File: src/rtl/stoch_pool_pkg.sv
// Shared definitions for signed stochastic pooling: mode encodings and the
// elaboration-time size helpers used by the top level and the window engine.
package stoch_pool_pkg;

  typedef enum logic {
    POOL_MAX = 1'b0,
    POOL_AVG = 1'b1
  } pool_mode_e;

  function automatic int out_dim(input int im, input int pad, input int k, input int s);
    return (im + 2*pad - k) / s + 1;
  endfunction

  function automatic int clog2(input int v);
    int r;
    r = 0;
    for (int i = 0; i < 31; i++)
      if ((1 << i) < v) r = i + 1;
    return r;
  endfunction

  // One bit of sign plus one of headroom so the accumulator holds (-N, N).
  function automatic int acc_width(input int n);
    return clog2(n) + 2;
  endfunction

endpackage

File: src/rtl/stoch_signed_pool_window.sv
// One pooling window: saturating per-input counters with argmax select (max mode)
// or a carry-style rate accumulator (average mode), behind a one-cycle output register.
module stoch_signed_pool_window
  import stoch_pool_pkg::*;
#(
  parameter int N            = 4,
  parameter int COUNTER_SIZE = 8
) (
  input  logic         CLK,
  input  logic         RST,
  input  logic         clear,
  input  pool_mode_e   mode_q,
  input  logic         in_valid,
  input  logic [N-1:0] win_p,
  input  logic [N-1:0] win_m,
  output logic         y_p,
  output logic         y_m,
  output logic         out_valid
);

  localparam int SEL_W = (N > 1) ? clog2(N) : 1;
  localparam int ACC_W = acc_width(N);
  localparam int SUM_W = ACC_W + 2;
  localparam logic signed [COUNTER_SIZE:0] CNT_HI = (COUNTER_SIZE+1)'((1 << (COUNTER_SIZE-1)) - 1);
  localparam logic signed [COUNTER_SIZE:0] CNT_LO = ~CNT_HI;
  localparam logic signed [SUM_W-1:0]      N_S    = SUM_W'(N);

  typedef logic signed [COUNTER_SIZE-1:0] cnt_t;

  cnt_t                         cnt_q [N];
  cnt_t                         cnt_d [N];
  cnt_t                         cnt_sat [N];
  logic signed [COUNTER_SIZE:0] cnt_ext [N];
  cnt_t                         best;
  logic [SEL_W-1:0]             sel_q, sel_d, best_idx;
  logic signed [ACC_W-1:0]      acc_q, acc_d;
  logic signed [SUM_W-1:0]      delta, t;
  logic                         y_p_q, y_p_d;
  logic                         y_m_q, y_m_d;
  logic                         vld_q, vld_d;

  // Candidate values for this cycle's bit; committed only when in_valid.
  always_comb begin
    for (int k = 0; k < N; k++) begin
      cnt_ext[k] = {cnt_q[k][COUNTER_SIZE-1], cnt_q[k]}
                 + {{COUNTER_SIZE{1'b0}}, win_p[k]}
                 - {{COUNTER_SIZE{1'b0}}, win_m[k]};
      if (cnt_ext[k] > CNT_HI)      cnt_sat[k] = CNT_HI[COUNTER_SIZE-1:0];
      else if (cnt_ext[k] < CNT_LO) cnt_sat[k] = CNT_LO[COUNTER_SIZE-1:0];
      else                          cnt_sat[k] = cnt_ext[k][COUNTER_SIZE-1:0];
    end
    // Strict compare while scanning upward keeps ties on the lowest index.
    best     = cnt_sat[0];
    best_idx = '0;
    for (int k = 1; k < N; k++) begin
      if (cnt_sat[k] > best) begin
        best     = cnt_sat[k];
        best_idx = SEL_W'(k);
      end
    end
    delta = '0;
    for (int k = 0; k < N; k++)
      delta = delta + SUM_W'(win_p[k]) - SUM_W'(win_m[k]);
    t = {{(SUM_W-ACC_W){acc_q[ACC_W-1]}}, acc_q} + delta;
  end

  always_comb begin
    y_p_d = 1'b0;
    y_m_d = 1'b0;
    vld_d = in_valid;
    sel_d = sel_q;
    acc_d = acc_q;
    cnt_d = cnt_q;
    if (clear) begin
      vld_d = 1'b0;
      sel_d = '0;
      acc_d = '0;
      for (int k = 0; k < N; k++) cnt_d[k] = '0;
    end else if (in_valid) begin
      if (mode_q == POOL_MAX) begin
        y_p_d = win_p[sel_q];
        y_m_d = win_m[sel_q];
        cnt_d = cnt_sat;
        sel_d = best_idx;
      end else if (t >= N_S) begin
        y_p_d = 1'b1;
        acc_d = ACC_W'(t - N_S);
      end else if (t <= -N_S) begin
        y_m_d = 1'b1;
        acc_d = ACC_W'(t + N_S);
      end else begin
        acc_d = ACC_W'(t);
      end
    end
  end

  always_ff @(posedge CLK) begin
    if (RST) begin
      y_p_q <= 1'b0;
      y_m_q <= 1'b0;
      vld_q <= 1'b0;
      sel_q <= '0;
      acc_q <= '0;
      for (int k = 0; k < N; k++) cnt_q[k] <= '0;
    end else begin
      y_p_q <= y_p_d;
      y_m_q <= y_m_d;
      vld_q <= vld_d;
      sel_q <= sel_d;
      acc_q <= acc_d;
      cnt_q <= cnt_d;
    end
  end

  assign y_p       = y_p_q;
  assign y_m       = y_m_q;
  assign out_valid = vld_q;

endmodule

File: src/rtl/stoch_signed_pool2d.sv
// 2-D signed stochastic pooling over a flattened multi-channel image: zero-padded
// window gathering plus one window engine per channel and output pixel.
module stoch_signed_pool2d
  import stoch_pool_pkg::*;
#(
  parameter  int IM_HEIGHT    = 4,
  parameter  int IM_WIDTH     = 4,
  parameter  int CHANNELS     = 2,
  parameter  int KERNEL_H     = 2,
  parameter  int KERNEL_W     = 2,
  parameter  int PAD_H        = 0,
  parameter  int PAD_W        = 0,
  parameter  int STRIDE_H     = 2,
  parameter  int STRIDE_W     = 2,
  parameter  int COUNTER_SIZE = 8,
  localparam int OUT_HEIGHT   = out_dim(IM_HEIGHT, PAD_H, KERNEL_H, STRIDE_H),
  localparam int OUT_WIDTH    = out_dim(IM_WIDTH, PAD_W, KERNEL_W, STRIDE_W),
  localparam int IN_BITS      = CHANNELS * IM_HEIGHT * IM_WIDTH,
  localparam int OUT_BITS     = CHANNELS * OUT_HEIGHT * OUT_WIDTH
) (
  input  logic                CLK,
  input  logic                RST,
  input  logic                clear,
  input  logic                mode,
  input  logic                in_valid,
  input  logic [IN_BITS-1:0]  x_p,
  input  logic [IN_BITS-1:0]  x_m,
  output logic [OUT_BITS-1:0] y_p,
  output logic [OUT_BITS-1:0] y_m,
  output logic                out_valid
);

  localparam int N       = KERNEL_H * KERNEL_W;
  localparam int IM_PIX  = IM_HEIGHT * IM_WIDTH;
  localparam int OUT_PIX = OUT_HEIGHT * OUT_WIDTH;

  pool_mode_e          mode_q, mode_d;
  logic [OUT_BITS-1:0] vld_w;

  // Mode is latched only on reset or clear; mid-stream changes are ignored.
  always_comb begin
    mode_d = mode_q;
    if (clear) mode_d = pool_mode_e'(mode);
  end

  always_ff @(posedge CLK) begin
    if (RST) mode_q <= pool_mode_e'(mode);
    else     mode_q <= mode_d;
  end

  for (genvar c = 0; c < CHANNELS; c++) begin : g_ch
    for (genvar ow = 0; ow < OUT_WIDTH; ow++) begin : g_ow
      for (genvar oh = 0; oh < OUT_HEIGHT; oh++) begin : g_oh
        localparam int O = c*OUT_PIX + ow*OUT_HEIGHT + oh;
        logic [N-1:0] wp, wm;

        for (genvar kw = 0; kw < KERNEL_W; kw++) begin : g_kw
          for (genvar kh = 0; kh < KERNEL_H; kh++) begin : g_kh
            localparam int K = kw*KERNEL_H + kh;
            localparam int H = oh*STRIDE_H + kh - PAD_H;
            localparam int W = ow*STRIDE_W + kw - PAD_W;
            if (H >= 0 && H < IM_HEIGHT && W >= 0 && W < IM_WIDTH) begin : g_in
              assign wp[K] = x_p[c*IM_PIX + W*IM_HEIGHT + H];
              assign wm[K] = x_m[c*IM_PIX + W*IM_HEIGHT + H];
            end else begin : g_pad
              assign wp[K] = 1'b0;
              assign wm[K] = 1'b0;
            end
          end
        end

        stoch_signed_pool_window #(
          .N            (N),
          .COUNTER_SIZE (COUNTER_SIZE)
        ) u_win (
          .CLK       (CLK),
          .RST       (RST),
          .clear     (clear),
          .mode_q    (mode_q),
          .in_valid  (in_valid),
          .win_p     (wp),
          .win_m     (wm),
          .y_p       (y_p[O]),
          .y_m       (y_m[O]),
          .out_valid (vld_w[O])
        );
      end
    end
  end

  // Every window sees the same qualifier, so their valids are identical.
  assign out_valid = &vld_w;

endmodule

File: config.mk
export PLATFORM = sky130hd
export DESIGN_NAME = stoch_signed_pool2d
export DESIGN_NICKNAME = d
export VERILOG_FILES = /design/src/rtl/stoch_pool_pkg.sv /design/src/rtl/stoch_signed_pool_window.sv /design/src/rtl/stoch_signed_pool2d.sv
export SDC_FILE = /design/constraint.sdc
export NUM_CORES = 2
export LEC_CHECK = 0
export BUFFER_PORTS_ARGS = -buffer_cell sky130_fd_sc_hd__buf_2
export CAP_MARGIN = 20
export CELL_PAD_IN_SITES_DETAIL_PLACEMENT = 0
export CELL_PAD_IN_SITES_GLOBAL_PLACEMENT = 1
export CORE_MARGIN = 2
export CORE_UTILIZATION = 54
export CTS_BUF_LIST = sky130_fd_sc_hd__clkbuf_8
export DETAILED_ROUTE_END_ITERATION = 8
export PLACE_DENSITY = 0.95
export RECOVER_POWER = 50
export SYNTH_ARGS = -nofsm -noshare
export SYNTH_HDL_FRONTEND = slang
export SYNTH_SLANG_ARGS = --single-unit
File: constraint.sdc
create_clock -name CLK -period 19.65 [get_ports CLK]
set_input_delay 2.9475 -clock CLK [delete_from_list [all_inputs] [get_ports CLK]]
set_output_delay 2.9475 -clock CLK [all_outputs]
set_load 0.05 [all_outputs]
**After elaboration in Yosys (flattened, before gate mapping)**

Index checks and enable logic that the tools add are counted.

- Bits of input ports: 69
- Output and inout port bits: 17
- Bits in registers: 322
- Logic and storage cells: 523

- $add $sub $neg: 144
- Multiplexer cells: 194
- Order comparisons: 112
- Bitwise operators: 2
- Reduce and logical (&&, ||, !) cells: 5

Operators by type and width:

| operator | number |
|---|---|
| two-way mux 8 bit | 80 |
| adder 8 x 2 -> 9 bit | 32 |
| > comparator 9 x 8 -> 1 bit, second input constant | 32 |
| less-than comparator 9 x 8 -> 1 bit, second input constant | 32 |
| subtractor 9 x 1 -> 9 bit | 32 |
| > comparator 8 bit | 24 |
| adder 6 x 1 -> 6 bit | 24 |
| subtractor 6 x 1 -> 6 bit | 24 |
| two-way mux 1 bit | 66 |
| two-way mux 4 bit | 16 |
| adder 6 bit | 8 |
| greater-or-equal comparator 6 x 4 -> 1 bit, second input constant | 8 |
| <= comparator 6 x 3 -> 1 bit, second input constant | 8 |
| adder 4 bit, second input constant | 8 |
| binary-select mux 1 bit (select 2 bit) | 16 |
| two-way mux 2 bit | 16 |
| subtractor 4 bit, second input constant | 8 |
| less-than comparator 2 x 3 -> 1 bit, second input constant | 8 |
| subtractor 1 x 1 -> 2 bit | 8 |
| AND reduction 2 bit | 2 |
| OR reduction 3 bit | 1 |
| inverter 1 bit | 2 |
| nonzero test 2 bit | 1 |
| OR reduction 2 bit | 1 |

**Depth between registers and ports, before layout**

- Word-level depth: 12
- Depth in mapped cells: 47
- Depth with buffers taken out: 47

**Modules after synthesis**

From an unflattened synthesis, not the netlist that was laid out.

- Cell total of the unflattened synthesis: 4762
- Area, all modules: 38279.2 µm²

By module, submodules not included:

| module | cells each | seq. area each (µm²) | area each (µm²) | instances |
|---|---|---|---|---|
| stoch_signed_pool_window (g_ch[0].g_ow[1].g_oh[1].u_win ...) | 601 | 820.8 | 4793.3 | 3 |
| stoch_signed_pool_window (g_ch[0].g_ow[0].g_oh[0].u_win ...) | 618 | 820.8 | 4966.0 | 2 |
| stoch_signed_pool_window (g_ch[1].g_ow[0].g_oh[1].u_win) | 579 | 820.8 | 4695.8 | 1 |
| stoch_signed_pool_window (g_ch[0].g_ow[1].g_oh[0].u_win) | 562 | 820.8 | 4638.2 | 1 |
| stoch_signed_pool_window (g_ch[1].g_ow[1].g_oh[1].u_win) | 577 | 820.8 | 4580.6 | 1 |
| stoch_signed_pool2d | 5 | 30.0 | 52.6 | 1 |

**Worst setup path after synthesis**

Ideal clock, no wire load.

- Kind: input to register
- From: input port x_m[8]
- To: register g_ch[0].g_ow[1].g_oh[0].u_win.sel_q[0]
- Library setup time: 133 ps
- Arrival time: 10499 ps
- Stages on the path: 40
- Data required time: 19517 ps
- Buffers on the path: 1
- Path slack: 9018 ps
- Cell sequence: ha_1 > inv_1 > ha_1 > fa_1 > a21o_1 > a21oi_1 > o21ai_0 > a21o_1 > o41a_1 > a21o_1 > inv_1 > ha_1 > a21oi_1 > a21oi_1 > o21ai_0 > nor3_1 > o211a_1 > a221oi_2 > (+4 left out) > o21a_1 > o21a_1 > o21ai_0 > nand2b_1 > a211oi_1 > o22a_1 > clkbuf_1 > mux2_2 > ha_1 > o21a_1 > o21a_1 > o21a_1 > o21a_1 > o21ai_0 > a21oi_1 > a21oi_1 > a21boi_0 > a21oi_1

- Word-level cells in the longest chain between the ends: 10
- Elaborated cells on any way between the ends: 13
- Those cells by class: 1 x add/sub; 5 x order compare; 7 x mux

Ends and longest elaborated chain:

| element | RTL line | RTL |
|---|---|---|
| start, declared | stoch_signed_pool2d.sv:27 | `input logic [IN_BITS-1:0] x_m,` |
| subtractor 9 x 1 -> 9 bit (*) | stoch_signed_pool_window.sv:47 | `- {{COUNTER_SIZE{1'b0}}, win_m[k]};` |
| less-than comparator 9 x 8 -> 1 bit | stoch_signed_pool_window.sv:49 | `else if (cnt_ext[k] < CNT_LO) cnt_sat[k] = CNT_LO[COUNTER_SIZE-1:0];` |
| two-way mux 8 bit | stoch_signed_pool_window.sv:49 |  |
| two-way mux 8 bit (*) | stoch_signed_pool_window.sv:48 | `if (cnt_ext[k] > CNT_HI) cnt_sat[k] = CNT_HI[COUNTER_SIZE-1:0];` |
| > comparator 8 bit | stoch_signed_pool_window.sv:56 | `if (cnt_sat[k] > best) begin` |
| two-way mux 8 bit | stoch_signed_pool_window.sv:56 |  |
| > comparator 8 bit | stoch_signed_pool_window.sv:56 |  |
| two-way mux 8 bit | stoch_signed_pool_window.sv:56 |  |
| > comparator 8 bit | stoch_signed_pool_window.sv:56 |  |
| two-way mux 2 bit (*) | stoch_signed_pool_window.sv:56 |  |
| end signal, assigned | stoch_signed_pool_window.sv:109 | `sel_q <= sel_d;` |
| end, declared | stoch_signed_pool_window.sv:35 | `logic [SEL_W-1:0] sel_q, sel_d, best_idx;` |

Mark *: on every way between the ends. The rest lies on a longest branch, timed or not.
A chain may end at the register's enable or synchronous reset.

**Worst setup path after layout**

- From: input port clear
- To: register g_ch[1].g_ow[0].g_oh[0].u_win.sel_q[0]

- Word-level cells in the longest chain between the ends: 1

Ends and longest elaborated chain:

| element | RTL line | RTL |
|---|---|---|
| start, declared | stoch_signed_pool2d.sv:23 | `input logic clear,` |
| OR reduction 2 bit (no line) | - |  |
| end signal, assigned | stoch_signed_pool_window.sv:109 |  |
| end, declared | stoch_signed_pool_window.sv:35 |  |

Every way passes these cells.

==> flow_summary.json <==
{
  "seq_area_frac_synth": 0.183,
  "required_ns": 20.20,
  "post_drt_wl_per_cell_um": 14.8,
  "cts_hold_buf": 0,
  "rsz0062_at_grt": "false",
  "yosysTopAreaCellShare": 0.209,
  "routabilityCongestion": 0.905,
  "ys_types": 107,
  "avgSynthCellArea_sq_um": 7.76,
  "final_max_slew_viol_count": 240,
  "synth_edf_count": 1,
  "use_met3": 0.0343,
  "tightestPinTransition_ns": 4.80,
  "drt-initial-drc-count": 1370,
  "ys_ff_latch": 322,
  "finalCritPeriodShare": 0.657,
  "fin_crit_ns": 12.91,
  "busiest_layer": "met2",
  "hold_class": "flip-flop to flip-flop",
  "start_util": 0.547,
  "antenna_left": 0,
  "n_fill_cell": 5956,
  "grt_max_degree": 185,
  "cts_tree": "built",
  "firstDrtPassIters": 8,
  "cp.arrival_ns": 13.47,
  "die_h_um": 260,
  "grt_pass1_wl_um": 137000,
  "dr_total_vias": 30100,
  "synth.largest_area_cell": "ha_1",
  "viasPerCell": 5.47,
  "rows": 93,
  "fmax_mhz": 77.4,
  "die_area_sq_mm": 0.0675,
  "layout-drive-gt1-share": 0.0665,
  "numCtsBuffers": 67,
  "crit_type": "primary input to flip-flop",
  "seq_area_sq_mm": 0.00646,
  "drc": 0,
  "htree_levels": 3,
  "grt_pass1_vias": 28900,
  "netlist_area_sq_mm": 0.0353,
  "crit_path_start_kind": "primary input",
  "ctsLongestPathBuffers": 3,
  "status": "finished, violations left",
  "multi_input_area_sq_mm": 0.0256,
  "violations": "max-capacitance violations, max-slew violations",
  "gr-usage-met2": 0.413,
  "syn_nets": 5288,
  "async_reset_ff_frac": 0,
  "dpl.hpwl_um": 61100,
  "path_clk_slew_ns": 0.06,
  "insertion_delay_ns": 0.64,
  "ios": 86,
  "ys_top_cells_by_count": "712 x inv_1, 590 x ha_1, 434 x nor2_1",
  "track_usage": 0.242,
  "synth_flop_cell": "dfxtp_1",
  "area_growth_pct": 7.34,
  "cts-resized-gates": 0,
  "slew_headroom": -2.22,
  "core-area_sq_mm": 0.0646,
  "nets": 5324,
  "clock_skew_ns": 0.0386,
  "grt_overflow": 0,
  "antenna_found_initial": 3,
  "setup_viol": 0,
  "ys.warnings.count": 0,
  "met1_usage": 0.321,
  "postSynthCellCount": 4549,
  "drt-total-wl_um": 81400,
  "end_kind": "flip-flop",
  "yosysMostFrequentCell": "inv_1",
  "numPortBuffers": 85,
  "cts-root-buf": "clkbuf_8",
  "cts_sinks": 322,
  "tns_ns": 0,
  "synthTopCellsByArea": "ha_1 21%, dfxtp_1 18%, inv_1 7.6%, a21oi_1 5.7%, nor2_1 4.6%",
  "cts_setup_buffers": 0,
  "die_width_um": 260,
  "drv_cap": 3,
  "finalHoldViolations": 0,
  "cp_max_fo": 140
}
==> cell type report <==
class | count | share of cell area
multi-input combinational | 3383 | 0.676
clock buffer | 89 | 0.0323
timing repair buffer | 99 | 0.0135
antenna | 3 | 0.000198
inverter | 712 | 0.0705
clock inverter | 30 | 0.00871
tap | 855 | 0.0282
sequential | 322 | 0.170
==> sequential cells by signal (all words and copies together) (netlist names) <==
name	cells
g_ch.g_ow.g_oh.u_win.acc_q	32
g_ch.g_ow.g_oh.u_win.out_valid	1
g_ch.g_ow.g_oh.u_win.sel_q	16
g_ch.g_ow.g_oh.u_win.y_p	8
g_ch.g_ow.g_oh.u_win.cnt_q	256
mode_q	1
g_ch.g_ow.g_oh.u_win.y_m	8
==> worst max-delay path, stage by stage <==
cell        delay [ns]
clkbuf_1          0.10
nor2_4            0.09
clkbuf_1          1.72
clkinvlp_2        5.18
nor2_1            2.15
buf_4             0.79
o2bb2a_1          0.30
o21ai_0           0.08
==> final timing paths <==
check | from | end | slack (ns) | cells past startpoint
max | clear | g_ch[1].g_ow[0].g_oh[0].u_win.sel_q[0] | 6.74 | 8
min | g_ch[1].g_ow[1].g_oh[0].u_win.cnt_q[0] | g_ch[1].g_ow[1].g_oh[0].u_win.cnt_q[0] | 0.45 | 2
max reg2reg | g_ch[0].g_ow[0].g_oh[1].u_win.cnt_q[24] | g_ch[0].g_ow[0].g_oh[1].u_win.sel_q[1] | 10.53 | 45
min reg2reg | g_ch[1].g_ow[1].g_oh[0].u_win.cnt_q[0] | g_ch[1].g_ow[1].g_oh[0].u_win.cnt_q[0] | 0.45 | 2
==> logic make-up after synthesis <==
kind of cell | Yosys count | synth area share
flops | 322 | 0.183
fa+ha+maj | 705 | 0.264
compound gates | 1255 | 0.227
mux | 149 | 0.0498
xor+xnor | 198 | 0.0493
buf+inv | 844 | 0.0921
simple gates | 1076 | 0.134
==> layer usage <==
| layer | routed length [um] | vias to the layer above |
|---|---|---|
| met2 | 37400 | 457 |
| li1 | - | 15600 |
| met5 | 0 | - |
| met3 | 2990 | 128 |
| met4 | 1780 | 0 |
| met1 | 39300 | 13900 |
==> through the flow <==
stage / cell area, sq um / hold WS [ns] / utilization / std cells / worst slack (ns)
floorplan: 35300 / 0.425 / - / 4549 / 9.02
global placement: 36400 / 0.435 / 0.563 / 5371 / 8.11
detailed placement: 36400 / 0.443 / 0.563 / 5371 / 7.90
CTS: 37900 / 0.454 / 0.588 / 5490 / 8.59
global route: 37900 / 0.470 / 0.587 / 5493 / 5.62
finish: 37900 / 0.450 / 0.587 / 5493 / 6.74
==> cells in the final DEF, fill, tap and decap left out, drive strengths merged, types with 27 or more instances in the layout <==
cell type,instances
o21a,152
nor2b,48
a21o,125
nand3,32
mux2,46
a21oi,406
maj3,35
a31oi,40
xor2,63
nand4,27
o21bai,81
nor2,435
clkbuf,109
dfxtp,321
mux2i,87
fa,80
nor3,35
a211oi,73
buf,79
nand2,381
inv,727
ha,590
o21ai,263
xnor2,135
Power is not shown: default switching activity piles up to over one toggle a cycle in this logic, so the estimate is an artifact.
